File: config.mk
export PLATFORM = sky130hd
export DESIGN_NAME = lfsr_gen
export DESIGN_NICKNAME = d
export VERILOG_FILES = /design/src/rtl/lfsr_pkg.sv /design/src/rtl/lfsr_stepper.sv /design/src/rtl/lfsr_gen.sv
export SDC_FILE = /design/constraint.sdc
export NUM_CORES = 1
export LEC_CHECK = 0
export ABC_AREA = 1
export CAP_MARGIN = 20
export CORE_MARGIN = 3
export CORE_UTILIZATION = 50
export CTS_CLUSTER_DIAMETER = 50
export DETAILED_ROUTE_END_ITERATION = 6
export HOLD_SLACK_MARGIN = 0.02
export PLACE_DENSITY = 0.81
export SETUP_SLACK_MARGIN = 0.15
export SLEW_MARGIN = 20
export SYNTH_ARGS = -nofsm -noshare
export SYNTH_HDL_FRONTEND = slang
export SYNTH_SLANG_ARGS = --single-unit
File: constraint.sdc
create_clock -name clk -period 4.02 [get_ports clk]
set_clock_uncertainty 0.2 [all_clocks]
set_input_delay 0.804 -clock clk [delete_from_list [all_inputs] [get_ports clk]]
set_output_delay 0.804 -clock clk [all_outputs]
set_load 0.02 [all_outputs]
File: src/rtl/lfsr_pkg.sv
`default_nettype none
// ---- lfsr_pkg : LFSR mode constants, default 22-bit polynomial/seed and single-shift function ----
// ---- Rev 1.0 ----
package lfsr_pkg;

  localparam int MODE_FIB = 0;
  localparam int MODE_GAL = 1;

  localparam logic [21:0] DEF_TAPS = 22'h206080;
  localparam logic [21:0] DEF_SEED = 22'h3FFFFF;

  // One shift of a width-bit register held in the low bits of a 32-bit word.
  function automatic logic [31:0] lfsr_step(input logic [31:0] s,
                                            input logic [31:0] taps,
                                            input int          mode,
                                            input int          width);
    logic [32:0] wide;
    logic [31:0] mask;
    logic [31:0] r;
    wide = (33'd1 << width) - 33'd1;
    mask = wide[31:0];
    if (mode == MODE_GAL) begin
      r = (s << 1) ^ (s[width-1] ? ((taps << 1) | 32'd1) : 32'd0);
    end else begin
      r = (s << 1) | {31'd0, ^(s & taps & mask)};
    end
    return r & mask;
  endfunction

endpackage
`default_nettype wire

File: src/rtl/lfsr_stepper.sv
`default_nettype none
// ---- lfsr_stepper : combinational STEPS-deep unroll of lfsr_step ----
// ---- Rev 1.0 ----
module lfsr_stepper
  import lfsr_pkg::*;
#(
  parameter int               WIDTH = 22,
  parameter logic [WIDTH-1:0] TAPS  = WIDTH'(DEF_TAPS),
  parameter int               STEPS = 1,
  parameter int               MODE  = MODE_FIB
) (
  input  logic [WIDTH-1:0] state_in,
  output logic [WIDTH-1:0] state_out
);

  logic [WIDTH-1:0] acc;

  always_comb begin
    acc = state_in;
    for (int i = 0; i < STEPS; i++) begin
      acc = WIDTH'(lfsr_step(32'(acc), 32'(TAPS), MODE, WIDTH));
    end
    state_out = acc;
  end

endmodule
`default_nettype wire

File: src/rtl/lfsr_gen.sv
`default_nettype none
// ---- lfsr_gen : Fibonacci/Galois LFSR source with seed load, lock-up recovery and valid/ready output ----
// ---- Rev 1.0 ----
module lfsr_gen
  import lfsr_pkg::*;
#(
  parameter int               WIDTH = 22,
  parameter logic [WIDTH-1:0] TAPS  = WIDTH'(DEF_TAPS),
  parameter logic [WIDTH-1:0] SEED  = WIDTH'(DEF_SEED),
  parameter int               STEPS = 1,
  parameter int               MODE  = MODE_FIB
) (
  input  logic                    clk,
  input  logic                    reset,
  input  logic                    en,
  input  logic                    load,
  input  logic [WIDTH-1:0]        seed_in,
  input  logic                    y_ready,
  output logic                    y_valid,
  output logic signed [WIDTH-1:0] y,
  output logic                    lockup,
  output logic                    seed_match
);

  if ((WIDTH < 3) || (WIDTH > 32)) begin : g_bad_width
    $error("lfsr_gen: WIDTH must be in 3..32");
  end
  if (TAPS[WIDTH-1] != 1'b1) begin : g_bad_taps
    $error("lfsr_gen: TAPS[WIDTH-1] must be set");
  end
  if (SEED == '0) begin : g_bad_seed
    $error("lfsr_gen: SEED must be nonzero");
  end
  if ((STEPS < 1) || (STEPS > WIDTH)) begin : g_bad_steps
    $error("lfsr_gen: STEPS must be in 1..WIDTH");
  end
  if ((MODE != MODE_FIB) && (MODE != MODE_GAL)) begin : g_bad_mode
    $error("lfsr_gen: MODE must be 0 or 1");
  end

  logic [WIDTH-1:0] state;
  logic [WIDTH-1:0] next_state;
  logic [WIDTH-1:0] next_safe;
  logic             next_zero;
  logic             adv;

  lfsr_stepper #(
    .WIDTH (WIDTH),
    .TAPS  (TAPS),
    .STEPS (STEPS),
    .MODE  (MODE)
  ) u_stepper (
    .state_in  (state),
    .state_out (next_state)
  );

  // An advance only happens when the output slot is free or being emptied this cycle.
  assign adv       = en & ~load & (~y_valid | y_ready);
  assign next_zero = (next_state == '0);
  assign next_safe = next_zero ? SEED : next_state;

  always_ff @(posedge clk) begin
    if (!reset) begin
      state      <= SEED;
      y          <= '0;
      y_valid    <= 1'b0;
      lockup     <= 1'b0;
      seed_match <= 1'b0;
    end else begin
      lockup     <= 1'b0;
      seed_match <= 1'b0;
      if (load) begin
        if (seed_in == '0) begin
          state  <= SEED;
          lockup <= 1'b1;
        end else begin
          state <= seed_in;
        end
        y_valid <= 1'b0;
      end else if (adv) begin
        state      <= next_safe;
        y          <= next_safe;
        y_valid    <= 1'b1;
        lockup     <= next_zero;
        seed_match <= (next_safe == SEED);
      end else if (y_ready) begin
        y_valid <= 1'b0;
      end
    end
  end

endmodule
`default_nettype wire
### Word level (Yosys, flattened, before mapping)

Cells that the tools add are included.

| word-level totals | value |
|---|---|
| register bits after elaboration | 47 |
| input port bits | 27 |
| output and inout bits | 25 |

| operators by class | value |
|---|---|
| eq/ne operators | 1 |
| mux-type cells | 9 |
| bitwise operators | 8 |
| reduce and logical (&&, ||, !) cells | 8 |

Operator list:

| operator | number |
|---|---|
| $mux W22 | 4 |
| $logic_not A22 Y1 | 2 |
| $reduce_xor A32 Y1 | 1 |
| $eq A22 B22 Y1 const B | 1 |
| $or A22 B1 Y22 | 1 |
| $mux W1 | 5 |
| $not A1 Y1 | 4 |
| $reduce_bool A2 Y1 | 2 |
| $reduce_or A3 Y1 | 1 |
| $and A1 B1 Y1 | 2 |
| $reduce_and A2 Y1 | 1 |
| $reduce_or A2 Y1 | 1 |
| $or A1 B1 Y1 | 1 |

### Logic depth before layout (Yosys ltp)

Gate-level depths: netlist of the first run.

| depth | value |
|---|---|
| word-level depth | 6 |
| mapped depth | 13 |
| gate-level depth less buffers | 12 |

### Cells and area by module

From an unflattened synthesis of the first run, not the netlist that was laid out.

| second synthesis, totals | value |
|---|---|
| cell total of the unflattened synthesis | 344 |
| area total of the unflattened synthesis | 2344.7 um^2 |

By module, submodules not included:

| module | times used | cells each | area each (um^2) | sequential area each (um^2) |
|---|---|---|---|---|
| lfsr_gen | 1 | 308 | 2123.3 | 940.9 |
| lfsr_stepper | 1 | 36 | 221.5 | 0.0 |

### Worst setup path after synthesis of the first run

Ideal clock, no wire load.

| path | value |
|---|---|
| path kind | input -> register |
| start | input seed_in[2] |
| end | register state[10] |
| library setup time | 82 ps |
| arrival time | 1602 ps |
| required time | 3738 ps |
| setup slack | 2136 ps |
| cell stages on the path | 5 |
| cell sequence | or2_1 -> nor4_1 -> nand3b_1 -> buf_2 -> o2111ai_1 |

| between the ends | value |
|---|---|
| longest elaborated chain between the ends | 3 |

Ends and longest elaborated chain:

| element | line | text |
|---|---|---|
| start: declaration | lfsr_gen.sv:17 | `input logic [WIDTH-1:0] seed_in,` |
| $logic_not A22 Y1 | lfsr_gen.sv:73 | `if (seed_in == '0) begin` |
| $mux W22 | lfsr_gen.sv:73 |  |
| $mux W22 | lfsr_gen.sv:72 | `if (load) begin` |
| end signal: assignment | lfsr_gen.sv:77 | `state <= seed_in;` |
| end signal: assignment | lfsr_gen.sv:81 | `state <= next_safe;` |
| end: declaration | lfsr_gen.sv:41 | `logic [WIDTH-1:0] state;` |

No other way between the ends.
A chain may end at the register's enable or synchronous reset.

### Final worst setup path of the first run

| path | value |
|---|---|
| start | input load |
| end | register state[19] |

| between the ends | value |
|---|---|
| longest elaborated chain between the ends | 4 |
| elaborated cells between the ends (all ways) | 5 |
| classes of those cells | mux: 1; bitwise: 3; reduce/logical: 1 |

Ends and longest elaborated chain:

| element | line | text |
|---|---|---|
| start: declaration | lfsr_gen.sv:16 | `input logic load,` |
| $not A1 Y1 (no line) | n/a |  |
| $and A1 B1 Y1 (2 in a row) | lfsr_gen.sv:58 | `assign adv = en & ~load & (~y_valid \| y_ready);` |
| $reduce_bool A2 Y1 (no line) | n/a |  |

Several ways; a longest one is shown, not always the timed one.

==> flow_summary.ini, run 1 <==
[run_status]
outcome = completed

[logic_synthesis]
netlist_instances = 299
synth_fp_nets = 327
yosysUniqueCellTypes = 24
yosysTopAreaCell = dfxtp_1
yosysWarnings = 0
post-synth-top-area-fraction_pct = 44.2
synth.ff_latch_count = 47
ys_seq_area_share_pct = 44.2
synthTopCellsByArea = dfxtp_1 (44%), nand2_1 (15%), a21oi_1 (10%), o2111ai_1 (8.2%), nor2_1 (5.3%)
netlist_area_um2 = 2130
syn_area_per_cell_um2 = 7.12

[timing]
max_freq_mhz = 342
tns_ps = 0
worst_slew_pin_slew_ps = 828
rsz0062_at_grt = false
hold_viol = 0
slew_viol_final = 0
setup_ws_ps = 1090
fin_crit_ps = 2930
fin_crit_sh_pct = 72.8
hold_slack_ps = 269
relSlewSlack_pct = 44.7
finalSetupViolCount = 0

[finish]
area_delta_synth_final_pct = 29.5
final_cells = 394
finalNetCount = 371
regArea_um2 = 941
multi_input_area_um2 = 988
drive_above_1_share_pct = 4.94
utilization_pct = 67.9
diodes = 0
fill_cells = 356
final_common_cell = nand2_1
final_cell_mix = nand2_1 (86), clkdlybuf4s50_1 (51), dfxtp_1 (47)

[clocking]
cts_sinks = 47
clk_latency_ps = 300
numCtsBuffers = 5
clock-root-buffer = clkbuf_8
cts_tree = done
clk_pin_slew_worst_paths_ps = 90
htreeDepth = 2
cts_resized = 0
hold_buffers = 0
clk_path_buf_depth = 2
postCtsSetupRepairBufs = 0

[power_and_ir_drop]
vdd_ir_drop_max_v = 0.000277
power_density_nw_per_um2 = 390
p_leak_uw = 0.00120

[die]
die_height_um = 71.2
fp.dieW_um = 71.2
row_count = 23
start_util_pct = 52.5
io_pins = 52
dieArea_um2 = 5080
core_area_um2 = 4060

[drt]
vias = 2169
via_per_inst = 5.51
drt_iter0_drc = 177
wirelength_met1_mm = 2.48
wl_met2_mm = 2.61
highest_layer = met4
routed_wl_mm = 5.48
wl_met3_um = 324
ant_nets = 0
drc_errors = 0
first_pass_iters = 7
wl_per_cell_um = 13.9

[place]
io_buffers = 51
dp.cells = 386
routabilityCongestion = 0.847
preCtsSetupSlack_ps = 833
dp_hpwl_mm = 3.77

[run]
cap_violations = 0

[global_routing]
grt_pass1_vias = 2133
grt_max_degree = 46
grt_pass1_wl_mm = 9.42
gr-total-overflow = 0
antenna_found_initial = 0
grt_usage_pct = 22.7

[worst_setup_path]
arrival_ps = 2910
critPathKind = in -> reg
worst-path-max-fanout = 24
startpoint_type = primary input
worst_ep_required_time_ps = 4000
end_kind = register

[hold_path]
min_path_type = reg -> reg
[cell type report]
cell class / instances / share of cell area [%]
inverter: 30 / 4.09
timing repair buffer: 54 / 19.3
sequential: 47 / 34.2
tap: 50 / 2.27
multi-input combinational: 205 / 35.9
clock buffer: 6 / 3.00
clock inverter: 2 / 1.27
[cell usage after synthesis (all sizes together)]
library cell	instances
a211oi	1
a21oi	44
buf	9
clkbuf	8
dfxtp	47
ha	1
inv	30
nand2	87
nand3	3
nand3b	1
nand4	2
nor2	31
nor2b	1
nor4	2
o2111ai	20
o21ai	11
or2	1
[where the power goes]
group          switching (µW)  internal (µW)
Clock                     160            201
Combinational             111           87.9
Sequential               16.5            498
[worst max-delay path: stages]
cell             delay (ps)
clkdlybuf4s50_1         400
buf_4                   220
inv_1                   130
nand3_2                 220
nand2_1                 690
inv_1                   150
a21oi_1                 210
nand2_1                  70
[logic make-up (layout without fill, tap and decap cells)]
group,count (synthesis),count (layout),synth area share (%)
fa+ha+maj,1,1,0.588
simple gates,128,128,24.3
buf+inv,47,92,9.35
flops,47,47,44.2
compound gates,76,76,21.5
[metrics by stage]
step | cell area [µm²] | total power (µW)
finish | 2760 | 1070
CTS | 2760 | 1080
global route | 2760 | 1120
global placement | 2640 | 717
floorplan | 2130 | 640
detailed placement | 2640 | 721
[metal layers]
layer,GRT usage (%),vias up
met5,0,-
met4,7.52,0
met3,5.75,8
met2,37.7,88
met1,29.0,990
li1,-,1083
[sequential cells by signal (all words and copies together), names as in the netlist]
register / flops
state: 22
y_valid: 1
seed_match: 1
lockup: 1
y: 22
[worst paths after layout]
kind              slack, ps         end       from  cells after the start
hold / removal          270       y[16]      y[16]                      2
setup / recovery       1090   state[19]       load                      8
setup reg to reg       1570  seed_match  state[13]                     11
hold reg to reg         270       y[16]      y[16]                      2
Power figures use the tool's default switching activity.
==> run 2, diff against run 1 <==
--- a/config.mk
+++ b/config.mk
@@ -8,11 +8,11 @@
 export ABC_AREA = 1
 export CAP_MARGIN = 20
 export CORE_MARGIN = 3
-export CORE_UTILIZATION = 50
+export CORE_UTILIZATION = 44
 export CTS_CLUSTER_DIAMETER = 50
 export DETAILED_ROUTE_END_ITERATION = 6
 export HOLD_SLACK_MARGIN = 0.02
-export PLACE_DENSITY = 0.81
+export PLACE_DENSITY = 0.75
 export SETUP_SLACK_MARGIN = 0.15
 export SLEW_MARGIN = 20
 export SYNTH_ARGS = -nofsm -noshare
==> constraint.sdc (replaced) <==
create_clock -name clk -period 2.5 [get_ports clk]
set_clock_uncertainty 0.2 [all_clocks]
set_input_delay 0.5 -clock clk [delete_from_list [all_inputs] [get_ports clk]]
set_output_delay 0.5 -clock clk [all_outputs]
set_load 0.02 [all_outputs]
==> flow_summary.ini, run 2 (synthesis gave the netlist of run 1 again) <==
[worst_setup_path]
worst_ep_required_time_ps = 2540
worstPathCellList = inv_1 > ha_1 > nor2_1 > nor2_1 > nor2_2 > nand3_4 > buf_12 > o21ai_1 > nand2_1 > nor2_1 > nand2_1 > nor2_1
arrival_ps = 2150
end_kind = register
r2r_start = state[13]
startpoint_type = register
critPathKind = reg -> reg
worst-path-max-fanout = 20
max_stage_delay_ps = 320
r2r_setup_slack_ps = 390
slowest_stage = dfxtp_1
rr_worst_depth = 12
regToRegEndpoint = seed_match
critPathMostFrequentCell = nor2_1

[timing]
relSlewSlack_pct = 74.6
tns_ps = 0
max_freq_mhz = 473
fin_crit_sh_pct = 84.5
slew_viol_final = 0
hold_slack_ps = 266
hold_viol = 0
rsz0062_at_grt = false
worst_slew_pin_slew_ps = 380
fin_crit_ps = 2110
finalSetupViolCount = 0

[die]
dieArea_um2 = 5710
io_pins = 52
die_height_um = 75.6
fp.dieW_um = 75.6
row_count = 24
core_area_um2 = 4500
start_util_pct = 47.2

[hold_path]
min_path_type = reg -> reg
min_path_cells = 2
hold_end = y[14]
min_from = y[14]

[clocking]
postCtsSetupRepairBufs = 0
clk_pin_slew_worst_paths_ps = 80
clk_path_buf_depth = 2
numCtsBuffers = 5
cts_tree = done
clk_latency_ps = 300
cts_sinks = 47
htreeDepth = 2
clock-root-buffer = clkbuf_8

[finish]
finalNetCount = 377
largestRegisters = state: 22 flops, y: 22 flops
fill_cells = 418
drive_above_1_share_pct = 5.75
final_cell_mix = nand2_1 (86), clkdlybuf4s50_1 (51), dfxtp_1 (47)
multi_input_area_um2 = 996
regArea_um2 = 941
final_cells = 400
diodes = 0
area_delta_synth_final_pct = 31.7
final_common_cell = nand2_1

[drt]
drc_errors = 0
vias = 2137
routed_wl_mm = 5.35
drt_iter0_drc = 199
wl_per_cell_um = 13.4
via_per_inst = 5.34
ant_nets = 0
first_pass_iters = 4

[place]
dp_hpwl_mm = 3.92
io_buffers = 51
dp.cells = 394
routabilityCongestion = 0.810

[global_routing]
grt_usage_pct = 20.3
grt_pass1_vias = 1955
grt_pass1_wl_mm = 9.04
antenna_found_initial = 0
grt_max_degree = 27
gr-total-overflow = 0

[power_and_ir_drop]
p_leak_uw = 0.00122
power_density_nw_per_um2 = 567
vdd_ir_drop_max_v = 0.000311

[run_status]
outcome = completed

[run]
cap_violations = 0
[run 2: cell count changes in the layout (fill, tap and decap cells not counted)]
cell,delta
buf_12,+3
buf_4,+3
bufinv_16,-1
clkbuf_1,+1
clkbuf_8,-1
clkinv_2,-1
nand3_2,-1
nand3_4,+1
[run 2: stage by stage]
step | util, % | instance area (µm²) | setup WS [ps] | total power (µW)
2_1_floorplan | - | 2130 | 754 | 1030
3_5_place_dp | 60.4 | 2720 | 248 | 1170
5_1_grt | 62.2 | 2800 | 187 | 1670
6_report | 62.2 | 2800 | 387 | 1590
4_1_cts | 62.1 | 2800 | 313 | 1600
3_3_place_gp | 60.4 | 2720 | 321 | 1170
[run 2: power breakdown]
part	internal (µW)	leakage, µW	switching, µW	total, µW
clock network	187	0.0000371	247	434
registers	801	0.000389	25.6	827
logic	151	0.000790	178	328
[run 2: critical path: cells and delay by family, from the launching register on]
| kind | cells | cell delay (ps) |
|---|---|---|
| compound gates | 1 | 80 |
| fa+ha+maj | 1 | 310 |
| simple gates | 8 | 870 |
| buf+inv | 2 | 270 |
| flops | 1 | 320 |
[run 2: area by class of cell]
class | instances | area share, %
tap | 52 | 2.32
clock buffer | 6 | 2.59
multi-input combinational | 205 | 35.5
inverter | 30 | 4.02
sequential | 47 | 33.6
timing repair buffer | 60 | 22.0
[run 2: layer usage]
metal,global-route usage (%),up-vias,share of wire [%]
met5,0,-,0
met4,6.60,0,1.5
met3,3.96,9,5.5
met2,30.9,65,46
met1,28.8,975,47
li1,-,1088,-
[run 2: how the worst max path moves through the flow]
stage	startpoint	endpoint	slack (ps)	cells after the start
2_1_floorplan	state[13]	state[10]	750	11
3_3_place_gp	seed_in[2]	state[10]	320	6
3_5_place_dp	seed_in[2]	state[20]	250	6
4_1_cts	state[13]	seed_match	310	12
5_1_grt	state[13]	seed_match	190	12
6_report	state[13]	seed_match	390	12
[run 2: timing repair]
action	4_1_cts	5_1_grt
hold buffers	0	0
gates resized for setup	0	1
setup endpoints to repair	0	1
